## src/rtl/delay_event_scheduler.sv

```systemverilog
// Two game-over requesters share one down-counter through a round-robin arbiter.
// Each granted request yields a one-cycle done strobe a fixed number of cycles later.
module delay_event_scheduler #(
   parameter int DELAY0 = 30,
   parameter int DELAY1 = 60,
   parameter int CNT_W  = 8
) (
   input  logic             clock_50,
   input  logic             reset_button,
   input  logic             clear,
   input  logic             game_over2,
   input  logic             game_over3,
   output logic [1:0]       done,
   output logic             busy,
   output logic [1:0]       pending,
   output logic             active_ch,
   output logic [1:0]       dropped,
   output logic [CNT_W-1:0] count
);

   typedef enum logic {IDLE, COUNT} state_t;

   // Loaded value is DELAY-1 because the grant edge itself is one cycle of the delay.
   localparam logic [CNT_W-1:0] LOAD0 = CNT_W'(DELAY0 - 1);
   localparam logic [CNT_W-1:0] LOAD1 = CNT_W'(DELAY1 - 1);
   localparam logic [CNT_W-1:0] ONE   = CNT_W'(1);

   state_t           state, state_n;
   logic [1:0]       prev;
   logic [1:0]       req;
   logic [1:0]       pending_n, dropped_n, done_n;
   logic [CNT_W-1:0] count_n;
   logic             rr, rr_n;
   logic             active_n;
   logic             grant;
   logic             win;

   assign req  = {game_over3, game_over2} & ~prev;
   assign busy = (state == COUNT);

   always_ff @(posedge clock_50 or posedge reset_button) begin
      if (reset_button) begin
         state     <= IDLE;
         prev      <= '0;
         pending   <= '0;
         dropped   <= '0;
         done      <= '0;
         count     <= '0;
         active_ch <= 1'b0;
         rr        <= 1'b0;
      end else begin
         state     <= state_n;
         prev      <= {game_over3, game_over2};
         pending   <= pending_n;
         dropped   <= dropped_n;
         done      <= done_n;
         count     <= count_n;
         active_ch <= active_n;
         rr        <= rr_n;
      end
   end

   always_comb begin
      state_n   = state;
      count_n   = count;
      pending_n = pending;
      dropped_n = dropped;
      active_n  = active_ch;
      rr_n      = rr;
      done_n    = '0;
      grant     = 1'b0;
      win       = (pending == 2'b11) ? rr : pending[1];

      case (state)
         IDLE: grant = |pending;
         COUNT: begin
            if (count != '0) begin
               count_n = count - ONE;
            end else begin
               done_n[active_ch] = 1'b1;
               grant             = |pending;
               if (!(|pending)) state_n = IDLE;
            end
         end
         default: state_n = IDLE;
      endcase

      if (grant) begin
         state_n        = COUNT;
         count_n        = win ? LOAD1 : LOAD0;
         active_n       = win;
         rr_n           = ~win;
         pending_n[win] = 1'b0;
      end

      // A new edge on an already-pending channel merges into it and is flagged.
      dropped_n = dropped_n | (req & pending);
      pending_n = pending_n | req;

      if (clear) begin
         state_n   = IDLE;
         count_n   = '0;
         pending_n = '0;
         dropped_n = '0;
         done_n    = '0;
         active_n  = active_ch;
         rr_n      = rr;
      end
   end

endmodule

```

## config.mk

```make
export PLATFORM = sky130hd
export DESIGN_NAME = delay_event_scheduler
export DESIGN_NICKNAME = d
export VERILOG_FILES = /design/src/rtl/delay_event_scheduler.sv
export SDC_FILE = /design/constraint.sdc
export NUM_CORES = 1
export LEC_CHECK = 0
export CAP_MARGIN = 10
export CORE_AREA = 8 8 63 54
export DETAILED_ROUTE_END_ITERATION = 6
export DIE_AREA = 0 0 71 62
export SLEW_MARGIN = 10
export SYNTH_ARGS = -nofsm -noshare
export SYNTH_HDL_FRONTEND = slang
export SYNTH_SLANG_ARGS = --single-unit
export TNS_END_PERCENT = 5
```

## constraint.sdc

```tcl
create_clock -name clock_50 -period 2.8 [get_ports clock_50]
set_input_delay 0.7 -clock clock_50 [delete_from_list [all_inputs] [get_ports clock_50]]
set_output_delay 0.7 -clock clock_50 [all_outputs]
set_load 0.01 [all_outputs]
```

==> results.toml <==
[clocking]
cts_max_path_buffers = 2
cts-buffers-inserted = 3
clk_latency_ns = 0.30
cts_setup_buffers = 0
clkSlewWorstSetupHoldPaths_ns = 0.11
cts_sinks = 19
cts_hold_buffers = 0
root_buffer = "clkbuf_4"
htree_levels = 1
cts_tree = "done"
cts_resized = 0

[logic_synthesis]
syn_avg_cell_area_sq_um = 9.982
synth_area_sq_um = 908.4
ys.flop_type = "dfrtp_1"
postSynthNetCount = 97
synth.largest_area_cell = "dfrtp_1"
synth.distinct_cells = 34
yosysWarningCount = 0
ys_async_sr_fraction_pct = 100.0
synth_top_area_share_pct = 52.34
synth-seq-cells = 19
synth_edf_count = 0
ys_seq_area_share_pct = 52.34
syn_inst = 91
synth.area.top_cells = "dfrtp_1 (52%), a21oi_1 (3.9%), inv_1 (3.7%)"

[cells_and_area]
final_cell_mix = "clkdlybuf4s50_1 (20), dfrtp_1 (19), inv_1 (9)"
area_delta_synth_final_pct = 28.79
nNetsFinal = 121
final_common_cell = "clkdlybuf4s50_1"
antenna_cells_inserted = 0
drive_gt1_share_pct = 9.649

[routing]
route.detailed.drc = 0
drt-total-wl_mm = 2.187
firstDrtPassIters = 5
drt-wirelength-per-cell_microns = 15.51
vias = 793
routed_via_density = 5.624
initialDrtViolationCount = 88
antenna_left = 0

[power_and_ir_drop]
power.switching_uw = 245.2
p_sw_share_pct = 34.02
power.total_uw = 720.8
p_seq_share_pct = 49.4
clock_power_share_pct = 19.5
p_leak_nw = 0.4831
power.density_nw_per_um2 = 616.1
irDropWorstVdd_v = 0.0002230
p_int_uw = 475.5
comb_power_share_pct = 31.1

[timing]
fmaxAchievable_ghz = 0.4424
post-route-period-util_pct = 80.72
max-slew-margin-rel_pct = 52.29
finalSetupViolations = 0
hold_violations = 0
slew_viol_final = 0
tns_ns = 0
rsz0062_at_grt = "false"
worstMarginPinSlew_ns = 0.7149
finClkSkew_ns = 0.005915
period_needed_ns = 2.260

[worst_setup_path]
crit_path_end_kind = "output port"
path_cells = "clkdlybuf4s50_1"
crit_buf_inv = 1
path_max_fanout = 14
critPathArrivalTime_ns = 1.56
critPathMaxStageDelay_ns = 0.63
critical_path_class = "flop to output port"
crit_required_ns = 2.10
crit_family = "flip-flops"
slowest_stage = "dfrtp_1"
start_kind = "flop"

[floorplan]
dieArea_sq_um = 4402
initial_utilization_pct = 38.45
core_sq_um = 2362
fp.dieW_microns = 71
rows = 16
io_pins = 21
die_h_microns = 62

[place]
dp_hpwl_mm = 1.610
port_buffers = 20
place.gp.congestion = 0.7748

[min_path]
hold_path.class = "flop to flop"

[job]
max-cap-violations = 0

[global_routing]
grt_pass1_vias = 797
grt_use_total_pct = 11.14
grt_max_degree = 20
grt_overflow = 0
antenna_found_initial = 0
grt_pass1_wl_mm = 3.726

[outcome]
outcome = "complete, no violations"
[cells in the mapped netlist (2+ instances only)]
cell      number
nor4b_1        2
nor4_1         2
a21oi_1        7
nor3_1         4
dfrtp_1       19
nand2_1        5
inv_1          9
o21a_1         2
clkbuf_1       2
a31oi_1        4
nand3_1        3
a211oi_1       2
o21ai_0        5
nor2_1         5
[per-stage QoR]
stage               instance area [sq um]  std cells  hold WS [ns]  utilization, %  setup slack [ns]
floorplan                           908.4         91        0.4772               -            0.7158
global placement                     1142        137        0.4840           48.36            0.7187
detailed placement                   1142        137        0.4965           48.36            0.6935
CTS                                  1170        141        0.5143           49.52            0.5199
global route                         1170        141        0.5361           49.52            0.4529
finish                               1170        141        0.5100           49.52            0.5397
[logic make-up after synthesis]
logic type               synth area share [%]
AO/OA/AOI/OAI                           23.55
AND/OR/NAND/NOR                         17.22
flip-flops                              52.34
buffers and inverters                   4.545
XOR/XNOR                               0.9644
adder cells (fa/ha/maj)                 1.377
[cell type report]
cell class                 count  area (sq um)
clock buffer                   3         22.52
tap                           27         33.78
inverter                       9         33.78
timing repair buffer          21         207.7
multi-input combinational     61         391.6
sequential                    19         475.5
fill                         231          1192
clock inverter                 1         5.005
[state kept, by name, indices dropped and copies added (netlist names)]
register	flops
rr	1
done	2
prev	2
count	8
dropped	2
active_ch	1
pending	2
busy	1
[metal layers]
layer  wire length, microns  track usage (%)  vias up
li1                       -                -      383
met4                     25            3.835        0
met1                   1032            13.47      382
met3                    198            5.609        4
met5                      0                0        -
met2                    930            16.86       24
[path summary, 6_finish.rpt]
kind	start	to	slack, ns	cells after the start
worst min-delay path	active_ch$_DFFE_PP0P_	done[0]$_DFF_PP0_	0.51	1
max in group asynchronous	reset_button	count[0]$_DFFE_PP0P_	1.55	2
worst max register to register	count[0]$_DFFE_PP0P_	active_ch$_DFFE_PP0P_	0.68	6
min in group asynchronous	reset_button	dropped[1]$_DFF_PP0_	0.80	2
worst min register to register	active_ch$_DFFE_PP0P_	done[0]$_DFF_PP0_	0.51	1
worst max-delay path	busy$_DFF_PP0_	busy	0.54	1
[power by group through the flow]
| stage | combinational (mW) | clock (mW) | sequential (mW) |
|---|---|---|---|
| 2_1_floorplan | 0.129 | 0 | 0.360 |
| 3_3_place_gp | 0.223 | 0 | 0.360 |
| 3_5_place_dp | 0.223 | 0 | 0.361 |
| 4_1_cts | 0.225 | 0.151 | 0.356 |
| 5_1_grt | 0.248 | 0.161 | 0.364 |
| 6_report | 0.224 | 0.141 | 0.356 |
Note: power is estimated with default switching activity, not from simulation.
==> RTL change, RTL diff (same flow settings) <==
Change the parameter `CNT_W` from 8 to 7.
--- a/src/rtl/delay_event_scheduler.sv
+++ b/src/rtl/delay_event_scheduler.sv
@@ -3,7 +3,7 @@
 module delay_event_scheduler #(
    parameter int DELAY0 = 30,
    parameter int DELAY1 = 60,
-   parameter int CNT_W  = 8
+   parameter int CNT_W  = 7
 ) (
    input  logic             clock_50,
    input  logic             reset_button,
Interface: changed (resized count); port bits go from 21 to 20. No check against the original RTL was run, so the function may have changed too.
==> RTL change against the unedited design <==
Clock power rose by 17%. Routed wire length fell by 7.5%. Worst setup slack improved by 53 ps. Sequential cell count fell by 1. Sequential share of layout area fell by 0.055 points. Cell area fell by 5.1%. Synthesized cell count fell by 5.5%. Area after synthesis fell by 4.5%. Count of clock-buffer cells in the layout rose by 1. First-iteration DRC count fell by 53%. Non-clock buffer count fell by 2. Combinational power fell by 8%. Clock skew fell by 2.1 ps. Power fell by 2.1%. Critical endpoint is now pending[1]. Highest routed layer unchanged.
==> RTL change: results <==
yosys:
  synth.yosys.seq_area_share_pct: 51.9
  yosys-top-cells-area: "sky130_fd_sc_hd__dfrtp_1 52%, sky130_fd_sc_hd__a21oi_1 4.0%, sky130_fd_sc_hd__inv_1 3.5%"
  yosys-top-cells-count: "18 x sky130_fd_sc_hd__dfrtp_1, 8 x sky130_fd_sc_hd__inv_1, 7 x sky130_fd_sc_hd__a21oi_1, 7 x sky130_fd_sc_hd__nor2_1, 5 x sky130_fd_sc_hd__nand2_1"
  asyncSetResetFlopFracSynth_pct: 100
  synth_fp_nets: 92
layout:
  post_route_cells_drive_above_1_share_pct: 8.57
  largest_register_ff_count: 7
  finish.net_count: 112
  final.fill_count: 240
route:
  detailedRoute.firstPassIterationCount: 4
  m1WireLength_um: 911
  detailroute.wirelength.met2_um: 884
  highest-signal-layer: "met4"
  wl_met3_um: 217
  route.vias.total: 714
  detail-route-antenna-nets: 0
  detailedRoute.firstIterationViolations: 41
  drt_wirelength_mm: 2.02
timing:
  worst_pin_slew_ps: 704
  clock-skew-final_ps: 3.78
global_route:
  met3_usage_pct: 5.61
  grt_antenna_before_repair: 0
  gr-usage-met1_pct: 11.5
  grtUsageTotal_pct: 9.90
  maximum_number_of_pins_on_one_net_before_global_route_repair: 19
  grt_first_pass_wirelength_mm: 3.36
  met2_usage_pct: 15.5
worst_setup_path:
  cp_data_arrival_time_ps: 1510
  critical_path_peak_fanout: 12
  worst_path_max_delay_cell: "sky130_fd_sc_hd__clkdlybuf4s50_1"
  crit_path_max_incr_delay_ps: 620
  critical_path.top_delay_family: "buffers and inverters"
clock_tree:
  cts.path.max_buffers: 2
  worst_setup_hold_path_clk_slew_ps: 110
  root_buffer: "sky130_fd_sc_hd__clkbuf_4"
  cts.repair.resized: 0
  number_of_levels_in_the_clock_h_tree: 1
  cts_made_buffers: 3
  post_cts.repair.setup_buffers: 0
place:
  dp_hpwl_mm: 1.40
  place_ws_ps: 745
  gpl.final_weighted_congestion: 0.759
  dpl-instance-area_mm2: 0.00107
  portbufs: 19
pwr:
  vdd.ir_drop.worst_v: 0.000301
  static-leakage-power_nw: 0.487
min_path:
  holdCritPathClass: "flip-flop to flip-flop"
status:
  outcome: "finished clean"
[RTL change: cell families (layout without fill, tap and decap cells)]
| group | count (synthesis) | in the layout | share of synthesized area [%] |
|---|---|---|---|
| AO/OA/AOI/OAI | 25 | 25 | 19.5 |
| XOR/XNOR | 3 | 3 | 3.03 |
| adder cells (fa/ha/maj) | 1 | 1 | 1.44 |
| buffers and inverters | 12 | 31 | 5.48 |
| flip-flops | 18 | 18 | 51.9 |
| multiplexers | 1 | 1 | 1.30 |
| AND/OR/NAND/NOR | 26 | 26 | 17.3 |
[RTL change: cell type report]
class                   instances  area share, %
flip-flops and latches         18           40.6
multi-input cells              56           33.3
repair buffers                 19           17.1
clock buffers                   4           3.27
well taps                      27           3.04
inverters                       8           2.71
[RTL change: path summary, 6_finish.rpt]
path                                         to  slack (ps)  cells after the start                  start
max reg2reg                pending[1]$_DFF_PP0_         960                      6   count[0]$_DFFE_PP0P_
max in group asynchronous  count[1]$_DFFE_PP0P_        1550                      2           reset_button
min                           done[0]$_DFF_PP0_         510                      1  active_ch$_DFFE_PP0P_
min in group asynchronous  count[4]$_DFFE_PP0P_         800                      2           reset_button
min reg2reg                   done[0]$_DFF_PP0_         510                      1  active_ch$_DFFE_PP0P_
max                                  pending[1]         590                      1   pending[1]$_DFF_PP0_
[RTL change: power by group]
part           leakage (nW)  switching (mW)  internal, mW  total (mW)
Sequential            0.235          0.0438         0.290       0.333
Combinational         0.230          0.0952         0.112       0.207
Clock                0.0210          0.0855        0.0793       0.165
Total                 0.487           0.224         0.481       0.705
[RTL change: stage by stage]
step | instances | utilization (%) | power, mW
finish | 132 | 47.0 | 0.705
global route | 132 | 47.0 | 0.750
global placement | 128 | 45.4 | 0.546
floorplan | 86 | - | 0.464
detailed placement | 128 | 45.4 | 0.548
CTS | 132 | 47.0 | 0.713
